`src/rtl/simon_pkg.sv`:
```
// simon_pkg: shared Simon game types, channel limits and width helpers.
// Used by the sequence engine, LED controller and LCD message sequencer.
package simon_pkg;

  localparam int N_CH_MIN = 2;
  localparam int N_CH_MAX = 8;

  typedef enum logic [2:0] {
    S_IDLE,
    S_ADD,
    S_SHOW_ON,
    S_SHOW_OFF,
    S_INPUT,
    S_GAP,
    S_WIN,
    S_LOSE
  } simon_state_t;

  // Bits needed to index n values, never less than one.
  function automatic int width_of(input int n);
    return (n <= 2) ? 1 : $clog2(n);
  endfunction

  // Phase counter reload: a length of 0 behaves like 1.
  function automatic logic [31:0] phase_load(input int cyc);
    return (cyc <= 1) ? 32'd0 : 32'(cyc - 1);
  endfunction

endpackage

```
`src/rtl/simon_seq_engine_if.sv`:
```
// simon_seq_engine_if: game control, LFSR, button and LED signals.
// master = sequence engine, slave = surrounding game logic.
interface simon_seq_engine_if
  import simon_pkg::*;
#(
  parameter int N_CH    = 4,
  parameter int MAX_LEN = 32
);
  localparam int CW = width_of(N_CH);
  localparam int LW = width_of(MAX_LEN + 1);

  logic          start;
  logic [CW-1:0] rnd;
  logic          rnd_step;
  logic          btn_valid;
  logic [CW-1:0] btn_id;
  logic          led_en;
  logic [CW-1:0] led_ch;
  logic          busy;
  logic          await_input;
  logic [LW-1:0] score;
  logic          win;
  logic          lose;

  modport master (
    input  start, rnd, btn_valid, btn_id,
    output rnd_step, led_en, led_ch, busy,
    output await_input, score, win, lose
  );

  modport slave (
    output start, rnd, btn_valid, btn_id,
    input  rnd_step, led_en, led_ch, busy,
    input  await_input, score, win, lose
  );

endinterface

```
`src/rtl/simon_seq_ram.sv`:
```
// simon_seq_ram: colour sequence store, one entry per round.
// Synchronous write, asynchronous read; contents are not reset.
module simon_seq_ram #(
  parameter int DEPTH = 32,
  parameter int W     = 2,
  parameter int AW    = 6
) (
  input  logic          clk,
  input  logic          we,
  input  logic [AW-1:0] waddr,
  input  logic [W-1:0]  wdata,
  input  logic [AW-1:0] raddr,
  output logic [W-1:0]  rdata
);

  logic [W-1:0] mem [DEPTH];

  // Append the newly drawn colour.
  always_ff @(posedge clk) begin
    if (we) mem[waddr] <= wdata;
  end

  // Out-of-range addresses read as channel 0.
  always_comb begin
    rdata = '0;
    if (raddr < AW'(DEPTH)) rdata = mem[raddr];
  end

endmodule

```
`src/rtl/simon_seq_engine.sv`:
```
// simon_seq_engine: Simon core - grow sequence, play it back, judge presses.
// Define SIMON_INPUT_TIMEOUT_EN to lose on a slow press (TIMEOUT_CYCLES).
module simon_seq_engine
  import simon_pkg::*;
#(
  parameter int N_CH           = 4,
  parameter int MAX_LEN        = 32,
  parameter int SHOW_CYCLES    = 25_000_000,
  parameter int GAP_CYCLES     = 12_500_000,
  parameter int TIMEOUT_CYCLES = 100_000_000
) (
  input logic               clk,
  input logic               reset,
  simon_seq_engine_if.master bus
);

  localparam int CW = width_of(N_CH);
  localparam int LW = width_of(MAX_LEN + 1);
  localparam logic [31:0] SHOW_LD = phase_load(SHOW_CYCLES);
  localparam logic [31:0] GAP_LD  = phase_load(GAP_CYCLES);
  localparam logic [LW-1:0] MAXL  = LW'(MAX_LEN);

  simon_state_t  state_q, state_d;
  logic [LW-1:0] len_q, len_d;
  logic [LW-1:0] idx_q, idx_d;
  logic [LW-1:0] score_q, score_d;
  logic [31:0]   cnt_q, cnt_d;
`ifdef SIMON_INPUT_TIMEOUT_EN
  localparam logic [31:0] TMO_LD = phase_load(TIMEOUT_CYCLES);
  logic [31:0]   tmo_q, tmo_d;
`endif

  logic [CW-1:0] ch;
  logic [CW-1:0] rdata;
  logic [CW-1:0] led_nx;
  logic [LW-1:0] show_idx;
  logic [LW-1:0] raddr;
  logic          ram_we;
  logic          last;
  logic          hit;

  // Fold out-of-range random values back into the channel range.
  always_comb begin
    ch = bus.rnd;
    if (int'(bus.rnd) >= N_CH) ch = CW'(int'(bus.rnd) - N_CH);
  end

  // Playback reads the step about to be lit; INPUT reads the expected step.
  always_comb begin
    show_idx = (state_q == S_ADD) ? '0 : idx_q + LW'(1);
    raddr    = (state_q == S_INPUT) ? idx_q : show_idx;
    ram_we   = (state_q == S_ADD) && (len_q < MAXL);
    last     = (idx_q == len_q - LW'(1));
    hit      = (bus.btn_id == rdata);
    led_nx   = (state_q == S_ADD && len_q == '0) ? ch : rdata;
  end

  simon_seq_ram #(
    .DEPTH (MAX_LEN),
    .W     (CW),
    .AW    (LW)
  ) u_ram (
    .clk   (clk),
    .we    (ram_we),
    .waddr (len_q),
    .wdata (ch),
    .raddr (raddr),
    .rdata (rdata)
  );

  // Game sequencing and phase timing.
  always_comb begin
    state_d = state_q;
    len_d   = len_q;
    idx_d   = idx_q;
    score_d = score_q;
    cnt_d   = cnt_q;
`ifdef SIMON_INPUT_TIMEOUT_EN
    tmo_d   = tmo_q;
`endif
    unique case (state_q)
      S_IDLE, S_WIN, S_LOSE: begin
        if (bus.start) begin
          len_d   = '0;
          idx_d   = '0;
          score_d = '0;
          state_d = S_ADD;
        end
      end
      S_ADD: begin
        if (len_q < MAXL) len_d = len_q + LW'(1);
        idx_d   = '0;
        cnt_d   = SHOW_LD;
        state_d = S_SHOW_ON;
      end
      S_SHOW_ON: begin
        if (cnt_q == '0) begin
          cnt_d   = GAP_LD;
          state_d = S_SHOW_OFF;
        end else begin
          cnt_d = cnt_q - 32'd1;
        end
      end
      S_SHOW_OFF: begin
        if (cnt_q != '0) begin
          cnt_d = cnt_q - 32'd1;
        end else if (last) begin
          idx_d   = '0;
          state_d = S_INPUT;
`ifdef SIMON_INPUT_TIMEOUT_EN
          tmo_d   = TMO_LD;
`endif
        end else begin
          idx_d   = idx_q + LW'(1);
          cnt_d   = SHOW_LD;
          state_d = S_SHOW_ON;
        end
      end
      S_INPUT: begin
        if (bus.btn_valid) begin
          if (!hit) begin
            state_d = S_LOSE;
          end else if (!last) begin
            idx_d = idx_q + LW'(1);
`ifdef SIMON_INPUT_TIMEOUT_EN
            tmo_d = TMO_LD;
`endif
          end else begin
            if (score_q < MAXL) score_d = score_q + LW'(1);
            cnt_d   = GAP_LD;
            state_d = (len_q == MAXL) ? S_WIN : S_GAP;
          end
        end
`ifdef SIMON_INPUT_TIMEOUT_EN
        else if (tmo_q == '0) begin
          state_d = S_LOSE;
        end else begin
          tmo_d = tmo_q - 32'd1;
        end
`endif
      end
      S_GAP: begin
        if (cnt_q == '0) state_d = S_ADD;
        else cnt_d = cnt_q - 32'd1;
      end
      default: state_d = S_IDLE;
    endcase
  end

  // State, round bookkeeping and phase counters.
  always_ff @(posedge clk) begin
    if (reset) begin
      state_q <= S_IDLE;
      len_q   <= '0;
      idx_q   <= '0;
      score_q <= '0;
      cnt_q   <= '0;
`ifdef SIMON_INPUT_TIMEOUT_EN
      tmo_q   <= '0;
`endif
    end else begin
      state_q <= state_d;
      len_q   <= len_d;
      idx_q   <= idx_d;
      score_q <= score_d;
      cnt_q   <= cnt_d;
`ifdef SIMON_INPUT_TIMEOUT_EN
      tmo_q   <= tmo_d;
`endif
    end
  end

  // Registered outputs decoded from the state being entered.
  always_ff @(posedge clk) begin
    if (reset) begin
      bus.led_en      <= 1'b0;
      bus.led_ch      <= '0;
      bus.rnd_step    <= 1'b0;
      bus.busy        <= 1'b0;
      bus.await_input <= 1'b0;
      bus.win         <= 1'b0;
      bus.lose        <= 1'b0;
    end else begin
      bus.led_en   <= (state_d == S_SHOW_ON);
      if (state_d == S_SHOW_ON && state_q != S_SHOW_ON)
        bus.led_ch <= led_nx;
      bus.rnd_step <= (state_d == S_ADD);
      bus.busy     <= (state_d == S_ADD) ||
                      (state_d == S_SHOW_ON) ||
                      (state_d == S_SHOW_OFF);
      bus.await_input <= (state_d == S_INPUT);
      bus.win      <= (state_d == S_WIN);
      bus.lose     <= (state_d == S_LOSE);
    end
  end

  assign bus.score = score_q;

endmodule

```
`src/flat_wrapper.sv`:
```
// flat-port wrapper written by rule: the top's interface ports become plain ports
module simon_seq_engine_flat import simon_pkg::*;
#(
  parameter int N_CH           = 4,
  parameter int MAX_LEN        = 32,
  parameter int SHOW_CYCLES    = 25_000_000,
  parameter int GAP_CYCLES     = 12_500_000,
  parameter int TIMEOUT_CYCLES = 100_000_000
)
  (clk, reset, bus_start, bus_rnd, bus_btn_valid, bus_btn_id, bus_rnd_step, bus_led_en, bus_led_ch, bus_busy, bus_await_input, bus_score, bus_win, bus_lose);
  simon_seq_engine_if #(.N_CH(N_CH), .MAX_LEN(MAX_LEN)) bus_i ();
  input logic clk;
  input logic reset;
  input wire logic [$bits(bus_i.start)-1:0] bus_start;
  input wire logic [$bits(bus_i.rnd)-1:0] bus_rnd;
  input wire logic [$bits(bus_i.btn_valid)-1:0] bus_btn_valid;
  input wire logic [$bits(bus_i.btn_id)-1:0] bus_btn_id;
  output wire logic [$bits(bus_i.rnd_step)-1:0] bus_rnd_step;
  output wire logic [$bits(bus_i.led_en)-1:0] bus_led_en;
  output wire logic [$bits(bus_i.led_ch)-1:0] bus_led_ch;
  output wire logic [$bits(bus_i.busy)-1:0] bus_busy;
  output wire logic [$bits(bus_i.await_input)-1:0] bus_await_input;
  output wire logic [$bits(bus_i.score)-1:0] bus_score;
  output wire logic [$bits(bus_i.win)-1:0] bus_win;
  output wire logic [$bits(bus_i.lose)-1:0] bus_lose;
  assign bus_i.start = bus_start;
  assign bus_i.rnd = bus_rnd;
  assign bus_i.btn_valid = bus_btn_valid;
  assign bus_i.btn_id = bus_btn_id;
  assign bus_rnd_step = bus_i.rnd_step;
  assign bus_led_en = bus_i.led_en;
  assign bus_led_ch = bus_i.led_ch;
  assign bus_busy = bus_i.busy;
  assign bus_await_input = bus_i.await_input;
  assign bus_score = bus_i.score;
  assign bus_win = bus_i.win;
  assign bus_lose = bus_i.lose;
  simon_seq_engine #(.N_CH(N_CH), .MAX_LEN(MAX_LEN), .SHOW_CYCLES(SHOW_CYCLES), .GAP_CYCLES(GAP_CYCLES), .TIMEOUT_CYCLES(TIMEOUT_CYCLES)) u_core (.clk(clk), .reset(reset), .bus(bus_i));
endmodule
```
`config.mk`:
```
export PLATFORM = sky130hd
export DESIGN_NAME = simon_seq_engine_flat
export DESIGN_NICKNAME = d
export VERILOG_FILES = /design/src/rtl/simon_pkg.sv /design/src/rtl/simon_seq_engine_if.sv /design/src/rtl/simon_seq_ram.sv /design/src/rtl/simon_seq_engine.sv /design/src/flat_wrapper.sv
export SDC_FILE = /design/constraint.sdc
export NUM_CORES = 1
export LEC_CHECK = 0
export BUFFER_PORTS_ARGS = -buffer_cell sky130_fd_sc_hd__buf_2
export CAP_MARGIN = 5
export CORE_ASPECT_RATIO = 1.5
export CORE_MARGIN = 2
export CORE_UTILIZATION = 30
export CTS_CLUSTER_DIAMETER = 120
export DETAILED_ROUTE_END_ITERATION = 10
export GPL_TIMING_DRIVEN = 0
export MAX_ROUTING_LAYER = met4
export PLACE_DENSITY = 0.48
export SLEW_MARGIN = 20
export SYNTH_ARGS = -nofsm -noshare
export SYNTH_HDL_FRONTEND = slang
export SYNTH_HIERARCHICAL = 1
export SYNTH_SLANG_ARGS = --single-unit
```
`constraint.sdc`:
```
create_clock -name clk -period 11.65 [get_ports clk]
set_clock_uncertainty 0.2 [all_clocks]
set_input_delay 0.5825 -clock clk [delete_from_list [all_inputs] [get_ports clk]]
set_output_delay 0.5825 -clock clk [all_outputs]
set_load 0.01 [all_outputs]
```
==> results of run 1 <==
==> registers in the layout, summed over array words and instances, names as in the netlist <==
register / count
u_core/bus.await_input: 1
u_core/bus.busy: 1
u_core/bus.led_ch: 2
u_core/bus.led_en: 1
u_core/bus.lose: 1
u_core/bus.rnd_step: 1
u_core/bus.score: 6
u_core/bus.win: 1
u_core/cnt_q: 32
u_core/idx_q: 6
u_core/len_q: 6
u_core/state_q: 3
u_core/u_ram/mem: 64
==> Yosys cell counts (all sizes together), types with 8 or more instances <==
master and number:
clkbuf 24, xor2 15, nor3 26, nand2b 8, o21ai 39, nor4 12, nand2 40, a311oi 9
nor2 82, a21oi 49, or3 9, mux4 14, nand3 13, or4 14, edfxtp 64, dfxtp 61
nor2b 8, inv 12
==> through the flow <==
stage | util | cells | cell area [um^2] | hold slack, ns | setup slack, ns
global route | 0.356 | 953 | 7500 | 0.315 | 4.45
global placement | 0.326 | 920 | 6870 | 0.264 | 4.95
finish | 0.356 | 953 | 7500 | 0.287 | 4.95
CTS | 0.356 | 953 | 7490 | 0.282 | 4.91
detailed placement | 0.326 | 921 | 6870 | 0.267 | 4.93
floorplan | - | 632 | 6430 | 0.242 | 6.79
==> worst max-delay path, delay by kind of cell (launching register included) <==
family	cells	cell delay [ns]
buf+inv	4	1.62
simple gates	5	1.91
xor+xnor	1	0.21
flops	1	0.32
compound gates	5	1.72
mux	2	0.53
==> final cells by class <==
cell class / instances / area [um^2]
Fill cell: 2119 / 13600
Sequential cell: 125 / 3140
Multi-Input combinational cell: 463 / 3090
Clock buffer: 18 / 429
Tap cell: 268 / 335
Clock inverter: 14 / 191
Buffer: 31 / 163
Timing Repair Buffer: 21 / 104
Inverter: 13 / 48.8
==> metal layers <==
metal	wire length, um	track usage	vias to the layer above
li1	-	-	2499
met5	0	-	-
met2	9770	0.308	143
met1	6790	0.174	2628
met4	689	0.0859	0
met3	678	0.0367	47
==> worst max-delay path by stage <==
stage | from | endpoint | slack, ns
final | u_core/state_q[0]$_SDFF_PP0_ | u_core/cnt_q[18]$_SDFFE_PP0P_ | 4.95
after global routing | u_core/state_q[0]$_SDFF_PP0_ | u_core/cnt_q[20]$_SDFFE_PP0P_ | 4.45
after CTS | u_core/state_q[0]$_SDFF_PP0_ | u_core/cnt_q[18]$_SDFFE_PP0P_ | 4.91
after detailed placement | u_core/state_q[0]$_SDFF_PP0_ | u_core/cnt_q[11]$_SDFFE_PP0P_ | 4.93
after global placement | u_core/state_q[0]$_SDFF_PP0_ | u_core/bus.score[3]$_SDFFE_PP0P_ | 4.95
after floorplan | u_core/state_q[0]$_SDFF_PP0_ | u_core/bus.score[3]$_SDFFE_PP0P_ | 6.79
==> cells by family (layout without fill, tap and decap cells) <==
group,after synthesis,after routing,share of synthesized area
AOI/OAI and AO/OA,157,157,0.161
xor gates and xnor gates,20,20,0.0272
adders and majority gates,6,6,0.0117
buffers and inverters,44,97,0.0329
DFF,125,125,0.489
muxes,26,26,0.0747
and+or+nand+nor,254,254,0.204
==> power by group through the flow <==
stage	clock, W	sequential [W]	combinational (W)
after global placement	0	0.000505	0.000212
final	0.000560	0.000497	0.000216
after floorplan	0	0.000502	0.000151
after CTS	0.000571	0.000497	0.000216
after detailed placement	0	0.000505	0.000215
after global routing	0.000588	0.000499	0.000239
==> results.md, run 1 <==
Yosys:
- Ranked by total cell area, the synthesized netlist is headed by edfxtp_1 30%, dfxtp_1 19%, nor2_1 4.8%, mux4_1 4.1%, a21oi_1 3.8%.
- The synthesized area per cell is 10.2 um^2.
- For this run, the register share of the synthesized area comes to 0.489.
- Yosys mapped a number of flops with a built-in enable equal to 64.
- The cell area after synthesis is 0.00643 mm^2.
- The number of different library cells in the post-synthesis netlist is 73.
- The number of nets produced by synthesis is 646.
- Synthesis handed over a netlist of 632 instances.
- The proportion of register bits with asynchronous set or reset after synthesis is 0.
- The commonest register cell after synthesis is edfxtp_1.
- The synthesized design contains 125 register bits.
- Summed over all instances, the cell type with the most area after synthesis is edfxtp_1.
- During synthesis, Yosys emitted a total of 6 warnings.
- The top-area cell type share of the netlist area is 0.299.

Setup path:
- The launching element type of the critical path is a register.
- The worst register-to-register path begins at u_core/state_q[0]$_SDFF_PP0_.
- Counting stages on the worst path, the most repeated cell is clkbuf_1.
- The slowest cell on the critical path is nor3_1.
- The register-to-register path setup slack is 4.95 ns.
- In this design, the stage delay of the slowest critical-path cell is 0.85 ns.
- The maximum fanout count along the critical path is 10.
- STA puts the critical path data required time at 11.71 ns.
- The worst reg2reg path depth is 17.
- In this run the critical register-to-register path is captured at u_core/cnt_q[18]$_SDFFE_PP0P_.
- Traced cell by cell, the critical path runs through clkbuf_1 > clkbuf_1 > clkbuf_1 > a22oi_1 > o21ai_0 > buf_2 > mux4_2 > mux2i_1 > o221ai_1 > and3_1 > xor2_1 > nor2_1 > nand3_1 > or4_4 > a211o_1 > nor3_1 > a311oi_1.
- The endpoint class of the critical path is a register.
- Data on the critical path arrives at its endpoint at 6.75 ns.
- The worst setup path is of the register to register kind.

Pwr:
- Overall power consumption after layout is estimated at 0.00127 W.
- The combinational share of power is 0.170.
- The internal cell power is 0.000913 W.
- VDD sags by at most 0.153 mV.
- The sequential fraction of design power is 0.391.
- Of the total power, the share spent switching nets is 0.283.
- For this design the total switching power over the nets is 0.000360 W.
- For this design the ratio of total power to cell area is 170 mW/mm^2.
- The leakage power total is 2.55 nW.
- Of the total power, the clock network draws 0.440.

Final layout:
- The area growth from synthesis to layout is 16.6%.
- The share of cells above drive strength 1 is 0.126.
- The antenna cell count is 0.
- In the layout the commonest cells are 82 x nor2_1, 64 x edfxtp_1, 61 x dfxtp_1.
- The final layout net count is 686.
- The most common library cell in the layout ignoring fill and taps is nor2_1.

Placement:
- At the end of routability-driven placement, the weighted congestion stood at 0.890.
- The count of buffers added on input and output ports is 20.
- Detailed placement finished with a half-perimeter wire length of 12.9 mm.

Clock tree:
- CTS built an H-tree with a depth of 4.
- The root buffer cell is clkbuf_16.
- The clock latency on the worst-skew pair is 0.43 ns.
- The number of cells upsized or downsized after cts is 0.
- The count of hold buffers inserted by post-cts repair is 0.
- Post-CTS timing repair inserted 0 buffers for setup.
- The TritonCTS buffer count is 17.
- TritonCTS built the clock tree.
- CTS saw 125 sinks.
- The clock input transition at the sequential cells of the worst setup and hold paths is 0.06 ns.
- The clock passes through at most 2 buffers.

Timing:
- The final-report max-slew violation count is 0.
- Setup repair after global routing left no endpoint under its margin.
- After routing, the total negative slack on setup checks comes to 0 ns.
- Based on the critical path, the design can be clocked at up to 0.149 GHz.
- The worst pin sits at a relative slew slack of 0.319.
- The number of setup violations in the final report is 0.
- The worst-margin pin slew is 1.01 ns.
- The number of hold violations in the final report is 0.
- The routed design could run at a clock period as short as 6.70 ns.
- The ratio of final minimum period to clock period is 0.575.

Route:
- After detailed routing, the number of remaining DRC violations is 0.
- For this block, the routed nets add up to 17.9 mm of wire.
- For this block, the initial DRC count from the detailed router was 298.
- The routed via count is 5317.
- Dividing the detail-routed wire length by the instance count gives 18.8 um.
- The average via count per standard cell is 5.58.
- The count of TritonRoute iterations in the first routing pass is 5.
- The residual antenna-violating net count after detailed routing is 0.

Die:
- The floorplan die width is 124 um.
- The floorplan step defined a die boundary enclosing 0.0227 mm^2.
- The I/O pin total is 22.
- The number of placement rows is 65.
- From bottom edge to top edge, the die measures 183 um.
- The core region is 0.0211 mm^2.
- For this configuration, the core starts out at a cell density of 0.305.

GRT:
- The via count of the first global-routing pass is 5256.
- In the global route stage, overall resource usage came out at 0.172.
- The number of antenna violations at the first check in global routing is 0.
- The maximum number of pins on one net before global-route repair is 34.
- The first global-routing pass estimated 28.3 mm of wire.
- The remaining global-route overflow is 0.

Status:
- The run finished with clean final reports.

Job:
- The total of max-cap violations is 0.

Hold path:
- The worst hold path cell count is 2.
- The path type of the worst min-delay path is register to register.
- The worst hold path begins at u_core/cnt_q[25]$_SDFFE_PP0P_.
- For hold timing, the worst endpoint is u_core/cnt_q[25]$_SDFFE_PP0P_.
Note: power is estimated with default switching activity, not from simulation.
==> run 2: changes to the inputs <==
==> constraint.sdc (replaced) <==
create_clock -name clk -period 6.65 [get_ports clk]
set_clock_uncertainty 0.2 [all_clocks]
set_input_delay 0.3325 -clock clk [delete_from_list [all_inputs] [get_ports clk]]
set_output_delay 0.3325 -clock clk [all_outputs]
set_load 0.01 [all_outputs]
==> run 2 against run 1 <==
  * Non-clock buffer count unchanged
  * Clock power increased by 75%
  * First-iteration DRC count decreased by 5.0%
  * Design area increased by 0.12%
  * Worst setup slack got worse by 4.4 ns
  * Sequential power increased by 75%
  * Combinational power increased by 76%
  * Fmax increased by 9.0%
  * Sequential share of layout area about the same
  * Die area unchanged
  * Final cell count unchanged
  * Critical endpoint is now u_core/cnt_q[15]$_SDFFE_PP0P_
==> results.md, run 2 (synthesis gave the netlist of run 1 again) <==
Setup path:
- The endpoint class of the critical path is a register.
- STA classifies the critical path startpoint as a register.
- The worst reg2reg path depth is 18.
- The maximum fanout count along the critical path is 10.
- The data arrival time of the critical path is 6.29 ns.
- The worst setup path is of the register to register kind.
- The required time of the critical path is 6.80 ns.

Clock tree:
- After clock tree synthesis, the flow added hold-fix buffers numbering 0.
- The deepest clock path buffer count is 2.
- The clock input transition at the sequential cells of the worst setup and hold paths is 0.06 ns.
- TritonCTS built the clock tree.
- For the worst-skew pair, the clock arrives at the later sink with an insertion delay of 0.43 ns.
- The clock tree synthesis step divided the H-tree into 4 levels.
- The clock sink total is 125.
- The TritonCTS buffer count is 17.
- The root buffer cell is clkbuf_16.

Die:
- The die covers 0.0227 mm^2.
- The die is 183 um tall.
- The core region is 0.0211 mm^2.
- The die is 124 um wide.
- After floorplanning, the core was divided into 65 placement rows.
- The initial utilization of the core area, before any placement, comes to 0.305.
- The I/O pin total is 22.

Final layout:
- The count of non-filler cells in the finished layout is 953.
- The synthesis-to-finish area growth is 16.7%.
- Leaving out fill and tap cells, the most frequent cells in the layout are 82 x nor2_1, 64 x edfxtp_1, 61 x dfxtp_1.
- The net count of the finished layout is 686.
- The most common library cell in the layout ignoring fill and taps is nor2_1.
- The share of the core filled with cells is 0.356.
- The number of flip-flops in the largest register is 64.
- Ranked by flip-flop count, first place goes to u_core/u_ram/mem.
- In the final layout, the registers with the most flip-flops are u_core/u_ram/mem: 64 flops, u_core/cnt_q: 32 flops.
- Of the cells placed in the final design, the portion with a size suffix greater than 1 is 0.128.
- 0 antenna diodes ended up in the layout.

Route:
- The detailed router placed 5270 vias in this run.
- The residual DRC count is 0.
- The detailed router finished its first iteration with 283 violations.
- For this block, wires on met1 add up to 6.81 mm.
- Once detail routing completed, the nets flagged for antenna violations numbered 0.
- The total length of routed wires is 17.9 mm.
- Before antenna repair, the detailed router went through 5 iterations.
- The detailed route wirelength on metal3 is 632 um.
- The highest metal layer used by the detailed router is met4.
- Dividing the detail-routed via count by the number of cells gives 5.53.
- After detailed routing, the met2 layer carries 9.81 mm of wire.
- After detailed routing, the average wire length per cell comes to 18.8 um.

Status:
- The flow ran to the end, and the final reports show no timing, DRC or antenna violations.

Job:
- Across the run, the number of max-cap violations was 0.

GRT:
- Entering global routing, the biggest net connects 34 pins.
- The combined global-route utilization of all metal layers is 0.172.
- The via count of the first global-routing pass is 5261.
- The remaining global-route overflow is 0.
- The first-pass GRT wire length is 28.3 mm.
- The number of antenna violations at the first check in global routing was 0.

Hold path:
- The path type of the worst min-delay path is input port to register.
- The worst hold path passes through 4 cells.

Timing:
- Setup repair after global routing left no endpoint under its margin.
- The fmax is 0.163 GHz.
- In the finished design, the share of the clock period the worst path needs comes to 0.924.
- The number of hold violations in the final report was 0.
- The number of setup violations in the final report is 0.
- The relative slew slack is 0.331.
- The worst-margin pin slew is 0.994 ns.
- The routed design could run at a clock period as short as 6.14 ns.
- The final-report max-slew violation count came to 0.

Placement:
- The routability congestion estimate is 0.890.
- The port buffer count is 20.
- Summed over all nets, the half-perimeter wirelength after detailed placement is 12.9 mm.
- The post-placement cell count is 921.

Pwr:
- The leakage power total is 2.55 nW.
- The total power per unit cell area is 297 mW/mm^2.
- The worst vdd rail ir drop is 0.269 mV.
-- run 2: cell types whose count changed in the layout (fill, tap and decap cells not counted) --
cell / before / now
nor3_1: 25 / 24
nor3_2: 1 / 2
o21ai_0: 38 / 37
o21ai_2: 1 / 2
-- run 2: critical path, stage by stage (launching register included) --
cell and delay, ns:
dfxtp_1 0.32, clkbuf_1 0.38, clkbuf_1 0.42, clkbuf_1 0.42
a22oi_1 0.19, o21ai_2 0.36, buf_2 0.35, mux4_2 0.36
mux2i_1 0.17, o221ai_1 0.16, and3_1 0.23, xor2_1 0.21
nor2_1 0.27, nand3_1 0.12, or4_4 0.44, a211oi_1 0.61
clkbuf_1 0.49, o21ai_0 0.18, a21oi_1 0.17
-- run 2: area by class of cell --
class	instances	area, um^2
fill	2117	13600
clock inverter	14	191
multi-input combinational	463	3090
tap	268	335
sequential	125	3140
inverter	13	48.8
timing repair buffer	21	104
buffer	31	163
clock buffer	18	429
-- run 2: per-layer routing --
layer / track usage / up-vias
li1: - / 2500
met1: 0.174 / 2600
met2: 0.309 / 129
met3: 0.0367 / 41
met4: 0.0859 / 0
met5: - / -
-- run 2: path summary, 6_finish.rpt --
check                                 from  slack, ns                                to
max           u_core/state_q[0]$_SDFF_PP0_       0.51     u_core/cnt_q[15]$_SDFFE_PP0P_
min                              bus_start       0.13  u_core/bus.score[5]$_SDFFE_PP0P_
max reg2reg   u_core/state_q[0]$_SDFF_PP0_       0.51     u_core/cnt_q[15]$_SDFFE_PP0P_
min reg2reg  u_core/cnt_q[29]$_SDFFE_PP0P_       0.29     u_core/cnt_q[29]$_SDFFE_PP0P_
-- run 2: metrics by stage --
stage	hold WS, ns	area [um^2]	worst slack [ns]	TNS (ns)	power [W]
after global routing	0.176	7510	0.0873	0	0.00232
after floorplan	0.231	6430	1.79	0	0.00115
final	0.134	7510	0.509	0	0.00223
after detailed placement	0.267	6870	-0.0671	-0.321	0.00126
after CTS	0.119	7490	0.215	0	0.00225
after global placement	0.264	6870	-0.0456	-0.237	0.00126
-- run 2: timing repair --
item / CTS / global route
setup buffers: 0 / 0
resized for setup: 1 / 2
setup endpoints to repair: 9 / 16
-- run 2: power breakdown --
group	total (W)	switching [W]	internal (W)	leakage, nW
registers	0.000871	0.0000308	0.000840	1.07
clock network	0.000980	0.000353	0.000627	0.296
logic	0.000380	0.000247	0.000133	1.18
total	0.00223	0.000631	0.00160	2.55
==> run 3: changes to the inputs <==
==> constraint.sdc (replaced) <==
create_clock -name clk -period 6.9 [get_ports clk]
set_clock_uncertainty 0.2 [all_clocks]
set_input_delay 0.345 -clock clk [delete_from_list [all_inputs] [get_ports clk]]
set_output_delay 0.345 -clock clk [all_outputs]
set_load 0.01 [all_outputs]
==> run 3 against run 2 <==
  * Clock power decreased by 3.8%
  * Clock-buffer cell count unchanged
  * Design area decreased by 0.12%
  * Combinational power decreased by 4%
  * Sequential power decreased by 3.7%
  * Routed wire length decreased by 0.13%
  * Critical endpoint is now u_core/cnt_q[18]$_SDFFE_PP0P_
  * Largest cell class unchanged
  * Highest routed layer unchanged
==> results.md, run 3 (synthesis gave the netlist of run 1 again) <==
Timing:
- The final-report max-slew violation count is 0.
- The post-route worst hold slack is 0.146 ns.
- The ratio of final minimum period to clock period is 0.931.
- Setup repair after global routing left no endpoint under its margin.
- Measured against its own limit, the worst slew margin works out to 0.325.
- The worst-margin pin slew is 1.00 ns.
- Setup violations remaining at the end of the flow were counted as 0.
- The fmax is 0.156 GHz.
- The final critical-path required period is 6.43 ns.
- The final worst slack is 0.474 ns.
- Setup total negative slack on the finished layout was measured at 0 ns.
- The number of hold violations in the final report is 0.

GRT:
- The combined global-route utilization of all metal layers is 0.172.
- The first-pass GRT wire length is 28.3 mm.
- The remaining global-route overflow is 0.
- The via count of the first global-routing pass was 5256.
- The number of antenna violations at the first check in global routing is 0.
- The maximum number of pins on one net before global-route repair is 34.

Clock tree:
- The clock latency on the worst-skew pair is 0.42 ns.
- The H-tree generated during clock tree synthesis spans 4 levels.
- The clock net in this run drives a total of 125 sinks.
- The deepest clock path buffer count is 2.
- After clock tree synthesis, the flow added hold-fix buffers numbering 0.
- In this run, CTS created clock tree buffers numbering 17.
- CTS placed an instance of clkbuf_16 at the clock tree root.
- The clock input transition at the sequential cells of the worst setup and hold paths is 0.06 ns.
- TritonCTS built the clock tree.

Final layout:
- The largest registers in the layout are u_core/u_ram/mem: 64 flops, u_core/cnt_q: 32 flops.
- From synthesis to final layout, the design area changed by 16.6%.
- The register containing the most flip-flops in the final layout is u_core/u_ram/mem.
- The share of cells above drive strength 1 is 0.126.
- The number of antenna diodes in the final layout is 0.
- The final layout net count is 686.
- The top cell types in the final layout, fill and taps aside, are 82 x nor2_1, 64 x edfxtp_1, 61 x dfxtp_1.
- The most common library cell in the layout ignoring fill and taps is nor2_1.
- The number of flip-flops in the largest register is 64.

Setup path:
- The destination of the worst register-to-register timing path is u_core/cnt_q[18]$_SDFFE_PP0P_.
- The endpoint class of the critical path is a register.
- STA classifies the critical path startpoint as a register.
- Of all nets on the critical path, the largest fanout is 10.
- The worst register-to-register path begins at u_core/state_q[0]$_SDFF_PP0_.
- The register-to-register path setup slack is 0.47 ns.
- The data arrival time of the critical path is 6.48 ns.
- The critical path is of the register to register type.
- Counting cells, the worst reg-to-reg path comes to 17.
- At the worst endpoint, the required time is 6.96 ns.

Placement:
- The port buffer count is 20.
- The HPWL after detailed placement is 12.9 mm.
- The congestion estimate from routability-driven global placement came to 0.890.
- The post-place setup slack is 0.183 ns.

Route:
- After detailed routing, the average wire length per cell comes to 18.8 um.
- The residual DRC count is 0.
- Summed over all layers, the routed wires come to 17.9 mm.
- The detailed router finished its first iteration with 302 violations.
- The residual antenna-violating net count after detailed routing is 0.
- The average via count per standard cell is 5.52.
- Before antenna repair, the detailed router went through 5 iterations.
- Across all layers, the routed design uses 5257 vias.

Hold path:
- The endpoint with the worst hold slack is u_core/bus.score[5]$_SDFFE_PP0P_.
- The worst min-delay path startpoint is bus_start.
- The min-delay analysis places its worst path in the category input port to register.
- The worst hold path passes through 4 cells.

Die:
- The total area inside the core boundary comes to 0.0211 mm^2.
- The initial cell density of the core is 0.305.
- The I/O pin total is 22.
- The number of placement rows is 65.
- The die footprint is 0.0227 mm^2.
- The floorplan die width is 124 um.
- The floorplan step set the die height to 183 um.

Status:
- The run finished with clean final reports.

Pwr:
- Overall power consumption after layout is estimated at 0.00215 W.
- The leakage power total is 2.55 nW.
- For this design the ratio of total power to cell area is 286 mW/mm^2.
- The worst-case IR drop observed on VDD is 0.259 mV.

Job:
- The total of max-cap violations is 0.
[run 3: critical path: stages (launching register included)]
cell	delay, ns
dfxtp_1	0.32
clkbuf_1	0.39
clkbuf_1	0.42
clkbuf_1	0.43
a22oi_1	0.17
o21ai_1	0.53
buf_2	0.38
mux4_2	0.36
mux2i_1	0.17
o221ai_1	0.16
and3_1	0.23
xor2_1	0.21
nor2_1	0.27
nand3_1	0.12
or4_4	0.45
a211o_1	0.42
nor3_1	0.83
a311oi_1	0.21
[run 3: worst max-delay path by stage]
stage	start	endpoint	cells past startpoint
floorplan	u_core/state_q[0]$_SDFF_PP0_	u_core/bus.score[3]$_SDFFE_PP0P_	17
CTS	u_core/state_q[0]$_SDFF_PP0_	u_core/cnt_q[18]$_SDFFE_PP0P_	17
global route	u_core/state_q[0]$_SDFF_PP0_	u_core/cnt_q[20]$_SDFFE_PP0P_	17
detailed placement	u_core/state_q[0]$_SDFF_PP0_	u_core/cnt_q[11]$_SDFFE_PP0P_	17
global placement	u_core/state_q[0]$_SDFF_PP0_	u_core/bus.score[3]$_SDFFE_PP0P_	17
finish	u_core/state_q[0]$_SDFF_PP0_	u_core/cnt_q[18]$_SDFFE_PP0P_	17
[run 3: cell type report]
class	instances	area, um^2
fill	2119	13600
sequential	125	3140
multi-input combinational	463	3090
clock buffer	18	429
tap	268	335
clock inverter	14	191
buffer	31	163
timing repair buffer	21	104
inverter	13	48.8
[run 3: routing by layer]
layer	share of wire	GRT usage	vias to the layer above
met5	0	-	-
met3	0.036	0.0367	43
met2	0.55	0.308	119
met4	0.039	0.0859	0
li1	-	-	2503
met1	0.38	0.174	2592
[run 3: per-stage QoR]
stage	util	cells	instance area [um^2]
2_1_floorplan	-	632	6430
3_3_place_gp	0.326	920	6870
3_5_place_dp	0.326	921	6870
4_1_cts	0.356	953	7490
5_1_grt	0.356	953	7500
6_report	0.356	953	7500
[run 3: report_power, final]
| part | switching (W) | internal [W] |
|---|---|---|
| sequential | 0.0000295 | 0.000810 |
| combinational | 0.000238 | 0.000128 |
| clock | 0.000339 | 0.000604 |
[run 3: timing repair]
item | in CTS | in global routing
buffers inserted | 0 | 0
setup endpoints to repair | 0 | 20
resized for setup | 0 | 1
